===== src/rtl/instr_sequencer.sv =====
// Program sequencer: fetches 16-bit words from a loadable memory and issues each with a run pulse,
// waiting for done. Optional done watchdog is compiled in with `define SEQ_TIMEOUT_EN.
module instr_sequencer #(
    parameter int DEPTH          = 16,
    parameter int TIMEOUT_CYCLES = 64,
    localparam int AW            = $clog2(DEPTH)
) (
    input  logic          clk,
    input  logic          reset,
    input  logic          load_en,
    input  logic [AW-1:0] load_addr,
    input  logic [15:0]   load_data,
    input  logic          start,
    input  logic          done,
    output logic [15:0]   instruction,
    output logic          run,
    output logic [AW-1:0] pc,
    output logic          busy,
    output logic          halted,
    output logic [7:0]    issued_count
`ifdef SEQ_TIMEOUT_EN
    ,
    output logic          timeout_err
`endif
);

    if (DEPTH < 2 || (DEPTH & (DEPTH - 1)) != 0) begin : g_bad_depth
        $error("instr_sequencer: DEPTH must be a power of two >= 2");
    end
    if (TIMEOUT_CYCLES < 1) begin : g_bad_timeout
        $error("instr_sequencer: TIMEOUT_CYCLES must be >= 1");
    end

    typedef enum logic [2:0] {
        S_IDLE,
        S_FETCH,
        S_ISSUE,
        S_WAIT,
        S_HALT
    } state_t;

    state_t        state;
    logic [15:0]   mem [DEPTH];
    logic [15:0]   mem_word;
    logic          load_ok;

`ifdef SEQ_TIMEOUT_EN
    localparam int TW = $clog2(TIMEOUT_CYCLES + 1);
    logic [TW-1:0] wait_cnt;
`endif

    // Writes are only accepted while no program is running; contents survive reset.
    assign load_ok  = load_en && (state == S_IDLE || state == S_HALT);
    assign mem_word = mem[pc];

    always_ff @(posedge clk) begin
        if (load_ok) begin
            mem[load_addr] <= load_data;
        end
    end

    always_ff @(posedge clk) begin
        if (!reset) begin
            state        <= S_IDLE;
            instruction  <= '0;
            run          <= 1'b0;
            pc           <= '0;
            busy         <= 1'b0;
            halted       <= 1'b0;
            issued_count <= '0;
`ifdef SEQ_TIMEOUT_EN
            timeout_err  <= 1'b0;
            wait_cnt     <= '0;
`endif
        end else begin
            run <= 1'b0;
            case (state)
                S_IDLE, S_HALT: begin
                    if (start) begin
                        state        <= S_FETCH;
                        pc           <= '0;
                        issued_count <= '0;
                        busy         <= 1'b1;
                        halted       <= 1'b0;
`ifdef SEQ_TIMEOUT_EN
                        timeout_err  <= 1'b0;
`endif
                    end
                end
                S_FETCH: begin
                    instruction <= mem_word;
                    // A zero word ends the program without ever being issued.
                    if (mem_word == 16'h0000) begin
                        state  <= S_HALT;
                        busy   <= 1'b0;
                        halted <= 1'b1;
                    end else begin
                        state <= S_ISSUE;
                        run   <= 1'b1;
                    end
                end
                S_ISSUE: begin
                    state <= S_WAIT;
`ifdef SEQ_TIMEOUT_EN
                    wait_cnt <= '0;
`endif
                end
                S_WAIT: begin
                    if (done) begin
                        issued_count <= issued_count + 8'd1;
                        if (pc == AW'(DEPTH - 1)) begin
                            state  <= S_HALT;
                            busy   <= 1'b0;
                            halted <= 1'b1;
                        end else begin
                            pc    <= pc + 1'b1;
                            state <= S_FETCH;
                        end
                    end
`ifdef SEQ_TIMEOUT_EN
                    else if (wait_cnt == TW'(TIMEOUT_CYCLES - 1)) begin
                        timeout_err <= 1'b1;
                        state       <= S_HALT;
                        busy        <= 1'b0;
                        halted      <= 1'b1;
                    end else begin
                        wait_cnt <= wait_cnt + 1'b1;
                    end
`endif
                end
                default: state <= S_IDLE;
            endcase
        end
    end

endmodule


===== config.mk =====
export PLATFORM = sky130hd
export DESIGN_NAME = instr_sequencer
export DESIGN_NICKNAME = d
export VERILOG_FILES = /design/src/rtl/instr_sequencer.sv
export SDC_FILE = /design/constraint.sdc
export NUM_CORES = 1
export LEC_CHECK = 0
export ABC_AREA = 1
export BUFFER_PORTS_ARGS = -buffer_cell sky130_fd_sc_hd__buf_2
export CAP_MARGIN = 20
export CORE_MARGIN = 4
export CORE_UTILIZATION = 40
export CTS_CLUSTER_SIZE = 14
export DETAILED_ROUTE_END_ITERATION = 8
export PLACE_DENSITY_LB_ADDON = 0.3
export SLEW_MARGIN = 10
export SYNTH_ARGS = -nofsm -noshare
export SYNTH_HDL_FRONTEND = slang
export SYNTH_SLANG_ARGS = --single-unit

===== constraint.sdc =====
create_clock -name clk -period 2.55 [get_ports clk]
set_clock_uncertainty 0.05 [all_clocks]
set_input_delay 0.765 -clock clk [delete_from_list [all_inputs] [get_ports clk]]
set_output_delay 0.765 -clock clk [all_outputs]
set_load 0.05 [all_outputs]

==> impl_metrics.csv <==
group,metric,value,unit
worst_setup_path,critPathTopFamily,"simple AND/OR/NAND/NOR gates",
logic_synthesis,async_flop_share,0,
worst_setup_path,critical_path.cell_chain,"buf_4 -> nand2_1 -> nand3_1 -> nand3_1 -> nand3_1 -> nand2_1 -> nor2_1 -> nand2_1 -> nor2_1 -> nand2_1 -> nand2_2 -> nand3_1 -> a21oi_1",
timing,rsz0062_at_grt,"no",
timing,timing.hold.ws,0.4149,ns
place,dp_hpwl,17.83,mm
cts,cts_hold_buf,0,
place,preCtsSetupSlack,0.2008,ns
layout,design_area,14270,um^2
cts,clock_sinks,294,
cts,clock_path_buffers,3,
global_routing,grt-ovfl-total,0,
worst_setup_path,regToRegEndpoint,"halted",
power,power,10.28,mW
hold_path,worstHoldEndpoint,"halted",
logic_synthesis,synthCells,1167,
worst_setup_path,cpPeakStageDelay,0.44,ns
cts,cts_setup_buffers,0,
cts,cts_buffers,29,
drt,wl_per_cell,17.91,um
worst_setup_path,endpoint_kind,"flop",
worst_setup_path,critPathLaunchType,"flop",
outcome,status,"finished, final reports clean",
layout,layout_commonest_cell,"nand2_1",
logic_synthesis,syn_nets,1194,
floorplan,start_util,0.4085,
timing,setup_tns,0,ns
global_routing,grt_usage,0.1756,
logic_synthesis,synth_edf_count,256,
timing,post-route-period-util,0.8807,
cts,clk_pin_slew,0.06,ns
place,gp_congestion,0.7738,
logic_synthesis,synth-seq-cells,294,
logic_synthesis,ys.flop_type,"edfxtp_1",
layout,drive_gt1_frac,0.1331,
timing,tightest_slew,0.7930,ns
cts,h-tree-depth,1,
global_routing,grt_pass1_vias,7873,
logic_synthesis,ys_types,25,
job,max_cap_viol_count,0,
cts,cts_tree,"done",
drt,dr.pass1.iters,5,
drt,ant_nets,0,
worst_setup_path,r2r_slack,0.30,ns
drt,drt_iter0_markers,770,
cts,clk_latency,0.55,ns
power,ir_drop,0.5668,mV
layout,syn_to_final_growth,17.24,%
floorplan,dieArea,33280,um^2
timing,timing.final.ws_setup,0.3042,ns
hold_path,whs_path_depth,2,
floorplan,num_rows,63,
layout,nNetsFinal,1274,
floorplan,core,29800,um^2
worst_setup_path,crit_type,"reg -> reg",
hold_path,hp-class,"reg -> reg",
worst_setup_path,critPathMaxFanout,49,
timing,slew_viol_final,0,
floorplan,ios,56,
cts,cts-root-buf,"clkbuf_16",
drt,viasPerCell,5.014,
timing,slew-limit-headroom,0.4707,
timing,fmax,445.3,MHz
logic_synthesis,synth.cell_area,12170,um^2
logic_synthesis,ys_seq_area_frac,0.6941,
worst_setup_path,critPathRequiredTime,2.98,ns
floorplan,die_h,182.4,um
global_routing,antenna_found_initial,0,
logic_synthesis,syn_avg_cell_area,10.43,um^2
worst_setup_path,worst_ep_arrival_time,2.68,ns
drt,drc,0,
timing,period_minus_slack,2.246,ns
drt,wl,29.73,mm
drt,route.vias.total,8324,
worst_setup_path,rr_worst_depth,13,
global_routing,grt_pass1_wl,45.99,mm
global_routing,grt_start_max_net_pins,52,
worst_setup_path,slowest_stage,"buf_4",
floorplan,die_x,182.4,um
hold_path,hp-start,"halted",
worst_setup_path,cp_num_buf_inv,1,
logic_synthesis,synth_warnings,0,
place,post_dp_cell_area,13300,um^2
cts,ctsResizeCount,0,
layout,antennaDiodeCount,0,
timing,setup_viol,0,
power,p_leak,5.770,nW
timing,finalHoldViolCount,0,
place,io_buffers,55,
power,pwr_density_cell,720.5,nW/um^2
layout,final_cell_mix,"nand2_1 (366), edfxtp_1 (256), nand3_1 (140)",
[where the power goes]
part / switching [mW] / total, mW / leakage [nW] / internal (mW)
Combinational: 0.455 / 0.610 / 2.67 / 0.155
Clock: 1.77 / 4.31 / 0.482 / 2.54
Sequential: 0.0354 / 5.36 / 2.62 / 5.33
[Yosys cell counts, drive strengths merged, types with 5 or more instances]
master    n  area [um^2]
a21oi    15        75.07
buf      34        178.9
clkbuf   20        75.07
dfxtp    38        760.7
edfxtp  256         7687
inv     126        473.0
nand2   367         1380
nand3   140        700.7
nor2     86        322.8
nor3      5        25.02
o211ai   10        75.07
o21ai    44        220.2
o21bai   16        120.1
[state kept, by name (all words and copies together) (netlist names), named ones only]
name / flops
pc: 4
instruction: 16
run: 1
mem: 256
state: 3
busy: 1
issued_count: 8
halted: 1
[metal layers]
layer / wire length (um) / part of all wire / up-vias / global-route usage
met3: 2285 / 0.077 / 42 / 0.02990
met1: 13050 / 0.44 / 3949 / 0.2488
li1: - / - / 4038 / -
met5: 0 / 0 / - / 0
met4: 550 / 0.019 / 0 / 0.04023
met2: 13840 / 0.47 / 295 / 0.2860
[worst max path at each step]
| stage | startpoint | endpoint | depth (start not counted) |
|---|---|---|---|
| after floorplan | load_en | mem[0][0] | 4 |
| after global placement | flop | halted | 14 |
| after detailed placement | load_en | mem[7][12] | 6 |
| after CTS | flop | halted | 13 |
| after global routing | flop | halted | 13 |
| final | flop | halted | 13 |
[metrics by stage]
step,std cells,utilization
after CTS,1660,0.4789
after floorplan,1167,-
final,1660,0.4789
after detailed placement,1606,0.4464
after global placement,1606,0.4464
after global routing,1660,0.4789
[tightest hold or removal path: stages (launching register included)]
cell	delay [ns]
dfxtp_1	0.31
nand2_1	0.06
a21oi_1	0.05
[area by class of cell]
class                      count  area (um^2)
clock buffer                  39        815.8
clock inverter                15        152.6
fill                        2684        15530
inverter                     127        479.2
multi-input combinational    692         3033
sequential                   294         8453
tap                          390        488.0
timing repair buffer         103        848.3
[cells by family after synthesis]
logic type | count (synthesis) | synth area share
compound gates | 88 | 0.04204
fa+ha+maj | 2 | 0.002056
flops | 294 | 0.6941
buf+inv | 181 | 0.06003
simple gates | 602 | 0.2018
Note: power is estimated with default switching activity, not from simulation.
